**config.mk**
```make
export PLATFORM = sky130hd
export DESIGN_NAME = accum_stage
export DESIGN_NICKNAME = d
export VERILOG_FILES = /design/src/rtl/accum_stage.sv
export SDC_FILE = /design/constraint.sdc
export NUM_CORES = 1
export LEC_CHECK = 0
export BUFFER_PORTS_ARGS = -buffer_cell sky130_fd_sc_hd__buf_2
export CORE_AREA = 2 2 53 55
export CTS_CLUSTER_SIZE = 25
export DETAILED_ROUTE_END_ITERATION = 8
export DIE_AREA = 0 0 55 57
export GPL_TIMING_DRIVEN = 0
export PLACE_DENSITY_LB_ADDON = 0.3
export SLEW_MARGIN = 20
export SYNTH_ARGS = -nofsm -noshare
export SYNTH_HDL_FRONTEND = slang
export SYNTH_SLANG_ARGS = --single-unit
```
**constraint.sdc**
```tcl
create_clock -name clk -period 4.8 [get_ports clk]
set_input_delay 0.24 -clock clk [delete_from_list [all_inputs] [get_ports clk]]
set_output_delay 0.24 -clock clk [all_outputs]
set_load 0.03 [all_outputs]
```
**src/rtl/accum_stage.sv**
```systemverilog
// accum_stage: registered accumulator that sums a group of unsigned operands
// through a full-adder ripple chain and presents total, beat count and a
// sticky overflow flag on a registered output handshake.
module accum_stage #(
   parameter int size      = 4,
   parameter int acc_width = 8
) (
   input  logic                 clk,
   input  logic                 rst,
   input  logic                 in_valid,
   output logic                 in_ready,
   input  logic [size-1:0]      in_data,
   input  logic                 in_last,
   output logic                 out_valid,
   input  logic                 out_ready,
   output logic [acc_width-1:0] out_sum,
   output logic [7:0]           out_count,
   output logic                 out_ovf
);

   typedef enum logic [1:0] {
      IDLE = 2'd0,
      ACC  = 2'd1,
      HOLD = 2'd2
   } state_t;

   state_t                 state;
   state_t                 state_next;
   logic                   alive;
   logic [acc_width-1:0]   acc;
   logic [acc_width-1:0]   addend;
   logic [acc_width-1:0]   sum;
   logic [acc_width:0]     carry;
   logic [7:0]             count;
   logic                   ovf;
   logic                   accept;
   logic                   consume;

   assign addend   = acc_width'(in_data);
   assign carry[0] = 1'b0;

   // One full adder per accumulator bit; the carry ripples LSB to MSB and the
   // carry out of the top stage is the overflow event for this beat.
   for (genvar i = 0; i < acc_width; i++) begin : g_fa
      assign sum[i]       = acc[i] ^ addend[i] ^ carry[i];
      assign carry[i + 1] = (acc[i] & addend[i]) | (carry[i] & (acc[i] ^ addend[i]));
   end

   // Held low through reset and set on the first edge afterwards, so in_ready
   // stays low while rst is high without a combinational path from rst.
   always_ff @(posedge clk or posedge rst) begin
      if (rst) begin
         alive <= 1'b0;
      end else begin
         alive <= 1'b1;
      end
   end

   // State register.
   always_ff @(posedge clk or posedge rst) begin
      if (rst) begin
         state <= IDLE;
      end else begin
         state <= state_next;
      end
   end

   // Next-state and handshake decode, driven only by registered state.
   always_comb begin
      state_next = state;
      in_ready   = 1'b0;
      out_valid  = 1'b0;
      accept     = 1'b0;
      consume    = 1'b0;
      case (state)
         IDLE, ACC: begin
            in_ready = alive;
            accept   = in_valid & alive;
            if (accept) begin
               state_next = in_last ? HOLD : ACC;
            end
         end
         HOLD: begin
            out_valid = 1'b1;
            consume   = out_ready;
            if (consume) begin
               state_next = IDLE;
            end
         end
         default: begin
            state_next = IDLE;
         end
      endcase
   end

   // Accumulator, beat counter and sticky overflow; the first beat of a group
   // overwrites whatever the previous group left behind.
   always_ff @(posedge clk or posedge rst) begin
      if (rst) begin
         acc   <= '0;
         count <= 8'd0;
         ovf   <= 1'b0;
      end else if (accept) begin
         if (state == IDLE) begin
            acc   <= addend;
            count <= 8'd1;
            ovf   <= 1'b0;
         end else begin
            acc   <= sum;
            ovf   <= ovf | carry[acc_width];
            if (count != 8'd255) begin
               count <= count + 8'd1;
            end
         end
      end
   end

   assign out_sum   = acc;
   assign out_count = count;
   assign out_ovf   = ovf;

endmodule

```
# Word-level counts from Yosys, hierarchy flattened
# Cells that the tools add are included.
# op_classes
add_sub_neg	1
n_eq_ne	5
mux	11
bitwise_logic	27
reduce_logical	5
# ops
cell	n
8-bit 2-to-1 mux	3
1-bit bitwise AND	12
1-bit bitwise XOR	11
8-bit by 1-bit adder with 8-bit output (second input constant)	1
8-bit != test (second input constant)	1
2-bit 2-to-1 mux	3
1-bit 2-to-1 mux	4
2-bit != test (second input constant)	2
1-bit bitwise OR	4
2-bit one-hot mux with 2 select lines	1
2-bit AND reduction	2
2-bit by 1-bit equality test with 1-bit output (second input constant)	1
2-bit equality test (second input constant)	1
2-bit zero test	1
2-bit nonzero test	1
2-bit OR reduction	1
# word_totals
regBits	20
in_bits	9
out_inout_bits	19
elab_cells	54

# Longest topological paths before layout
# logic_depth
word_depth	13
mapped_depth	12
depth_no_buf	12

# Least setup slack after synthesis
# OpenSTA, ideal clock, no wires.
# synth_timing
path_kind	reg2reg
start	reg acc[0] (netlist: out_sum[0])
end	reg acc[7] (netlist: out_sum[7])
setup_time_ps	118
arrival_ps	2582
t_required_ps	4682
slack_ps	2100
path_stages_with_launch	13
path_buffers	0
period_less_slack_ps	2700
cell_sequence	dfrtp_1 > ha_1 > fa_1 > fa_1 > inv_1 > fa_1 > inv_1 > ha_1 > ha_1 > ha_1 > ha_1 > nand3_1 > nand2_1
# synth_between
elab_chain_cells	12
# synth_lines
item	line_no	rtl
start: declaration	30	logic [acc_width-1:0] acc;
start signal: assignment	105	acc <= addend;
start signal: assignment	109	acc <= sum;
1-bit bitwise AND (2 in series)	46	assign carry[i + 1] = (acc[i] & addend[i]) | (carry[i] & (acc[i] ^ addend[i]));
1-bit bitwise OR	46	
1-bit bitwise AND	46	
1-bit bitwise OR	46	
1-bit bitwise AND	46	
1-bit bitwise OR	46	
1-bit bitwise AND (3 in series)	46	
1-bit bitwise XOR	45	assign sum[i] = acc[i] ^ addend[i] ^ carry[i];
8-bit 2-to-1 mux	104	if (state == IDLE) begin
# No other way between the ends.
# A chain may end at the register's enable or synchronous reset.

# Final worst setup path
# Ends and elaborated chain as after synthesis.

==> reports/results.ini <==
[logic_synthesis]
synth_seq_area_share_pct = 45.0
ys_ff_latch = 20
ys_types = 34
synth_enable_flop_cells = 0
syn_nets = 135
synth_async_sr_flop_share_pct = 100
synth_largest_area_cell = sky130_fd_sc_hd__dfrtp_1
synth.cell_area_mm2 = 0.00111
most_frequent_cells_after_synthesis = sky130_fd_sc_hd__dfrtp_1 (20), sky130_fd_sc_hd__nand2_1 (17), sky130_fd_sc_hd__nand3_1 (11), sky130_fd_sc_hd__inv_1 (7), sky130_fd_sc_hd__nor2_1 (7)
synthCells = 117
yosys_warnings = 0
yosysMostFrequentCell = sky130_fd_sc_hd__dfrtp_1
synth.top_cell.area_share_pct = 45.0
post_synth_main_area_contributors = sky130_fd_sc_hd__dfrtp_1 (45%), sky130_fd_sc_hd__ha_1 (6.7%), sky130_fd_sc_hd__nand2_1 (5.7%)
synth_area_per_cell_um2 = 9.51
ys_dominant_reg_cell = sky130_fd_sc_hd__dfrtp_1

[sta]
final-setup-viol-count = 0
slew-limit-headroom_pct = 49.9
timing_worst_slew_pin_value_ps = 751
timing.clock.skew_ps = 4.07
drv_slew = 0
fin_tns_setup_ps = 0
period_minus_slack_ps = 2680
fmax_ghz = 0.373
ratio_of_final_minimum_period_to_clock_period_pct = 55.8
grt_setup_unrepaired = false
final_hold_viol_count = 0

[worst_setup_path]
setup.worst_path.class = reg2reg
reg2reg_from = out_sum[0]
timing.critical_path.fanout_max = 3
crit_path_cell_trace = ha_1, fa_1, fa_1, inv_1, fa_1, inv_1, ha_1, ha_1, ha_1, ha_1, nand3_1, nand2_1
regToRegSetupSlack_ps = 2120
r2r_end = out_sum[7]
cell_type_with_the_highest_occurrence_count_on_the_critical_path = sky130_fd_sc_hd__ha_1
path_buf_inv = 2
timing.critical_path.max_delay_family = adder cells
critical_path_cell_with_the_highest_stage_delay = sky130_fd_sc_hd__dfrtp_1
r2r.worst_path.cells = 12
start_kind = register
critPathCaptureType = register
timing.critical_path.arrival_ps = 2870
crit_required_ps = 5000
critPathMaxStageDelay_ps = 410

[clock_network]
worst_skew_pair.late_latency_ps = 300
cts_setup_buffers = 0
postCtsHoldBufs = 0
cts_num_sinks = 20
cts_tree = done
cts_root_buf = sky130_fd_sc_hd__clkbuf_4
clock_path_buffers = 2
cts_made_buffers = 3
cts_resized = 0
cts-htree-levels = 1
clk_pin_slew_worst_paths_ps = 110

[place]
post-dp-hpwl_um = 1820
dp.cells = 175
place.gp.congestion = 0.844
port_buffers = 27

[detailed_routing]
drc_errors = 0
vias_per_cell = 5.53
totalWireLength_um = 2420
detailroute.via_count = 984
antenna_left = 0
firstDrtPassIters = 4
route.detailed.wl_per_inst_um = 13.6
drt_first_iter_violations = 26

[floorplan]
die_width_um = 55
die_area_mm2 = 0.00314
initial_core_util_pct = 42.5
floorplan.rows = 19
die_y_um = 57
core_area_mm2 = 0.00262
ios = 28

[finish]
stdcell_count = 178
layout-drive-gt1-share_pct = 21.8
num-nets-final = 167
num_antenna_cells = 0
area_growth_pct = 17.7

[global_routing]
antenna_found_initial = 0
global_route.overflow_total = 0
grt_max_degree = 21
gr-usage-all-layers_pct = 17.6
global_route_wire_length_before_repair_um = 4060
vias_in_the_first_global_route = 920

[flow_run]
cap_violations = 0

[pwr]
p_per_area_mw_per_mm2 = 411
irDropWorstVdd_mv = 0.292
power.static_leakage_uw = 0.000666

[status]
status = finished, final reports clean

[worst_hold_path]
min-delay-path-class = in2async

[cell type report]
| type | instances | area [µm²] |
|---|---|---|
| Inverter | 7 | 26.3 |
| Multi-Input combinational cell | 85 | 559 |
| Clock buffer | 3 | 22.5 |
| Timing Repair Buffer | 27 | 135 |
| Tap cell | 31 | 38.8 |
| Sequential cell | 20 | 500 |
| Fill cell | 269 | 1310 |
| Buffer | 5 | 26.3 |
[worst max-delay path by stage]
stage / startpoint / end / cells after the start
2_1_floorplan: out_sum[0] / out_sum[7] / 12
3_3_place_gp: out_sum[0] / out_sum[7] / 12
3_5_place_dp: out_sum[0] / out_sum[7] / 12
4_1_cts: out_sum[0] / out_sum[7] / 12
5_1_grt: out_sum[0] / out_sum[7] / 12
6_report: out_sum[0] / out_sum[7] / 12
[flip-flops by register name, indices dropped and copies added, names as in the netlist]
register,cells
out_count,8
out_ovf,1
out_sum,8
alive,1
state,2
[stage by stage]
stage          area [µm²]  worst slack, ps  hold WS, ps  util, %  power, µW
2_1_floorplan        1110             2100          204        -        395
3_3_place_gp         1290             2170          411     49.2        456
3_5_place_dp         1290             2140          425     49.2        466
4_1_cts              1310             2120         91.2     50.0        544
5_1_grt              1310             1960          126     50.0        581
6_report             1310             2120         54.0     50.0        538
[metal layers]
metal | up-vias | share of wire (%) | GRT usage, %
li1 | 477 | - | -
met1 | 470 | 43 | 23.7
met2 | 33 | 51 | 28.1
met3 | 4 | 4.8 | 3.14
met4 | 0 | 1.1 | 6.62
met5 | - | 0 | 0
[cell usage in the layout (no fill, tap or decap), types with 2 or more instances in the layout]
cell,n
sky130_fd_sc_hd__clkbuf_1,4
sky130_fd_sc_hd__o21ai_1,2
sky130_fd_sc_hd__nand3_1,11
sky130_fd_sc_hd__nand2_1,17
sky130_fd_sc_hd__o31ai_1,2
sky130_fd_sc_hd__o22ai_1,4
sky130_fd_sc_hd__nor2_1,7
sky130_fd_sc_hd__o211ai_1,3
sky130_fd_sc_hd__nand3b_1,2
sky130_fd_sc_hd__fa_1,3
sky130_fd_sc_hd__dfrtp_1,20
sky130_fd_sc_hd__buf_2,27
sky130_fd_sc_hd__ha_1,6
sky130_fd_sc_hd__inv_1,7
sky130_fd_sc_hd__o21ai_0,3
sky130_fd_sc_hd__o2111ai_1,2
sky130_fd_sc_hd__clkbuf_4,3
sky130_fd_sc_hd__a21oi_1,6
[cells by family (layout without fill, tap and decap cells)]
logic type | after synthesis | count (layout) | share of synthesized area [%]
and+or+nand+nor | 46 | 46 | 20.2
adders and majority gates | 9 | 9 | 12.1
DFF | 20 | 20 | 45.0
muxes | 1 | 1 | 0.900
AOI/OAI and AO/OA | 28 | 28 | 16.6
buffers and inverters | 12 | 42 | 4.72
other | 1 | 1 | 0.337
[report_power, final]
group,switching (µW),internal [µW]
clock,49.2,29.2
combinational,144,72.4
sequential,42.6,201
total,236,303
Power figures use the tool's default switching activity.
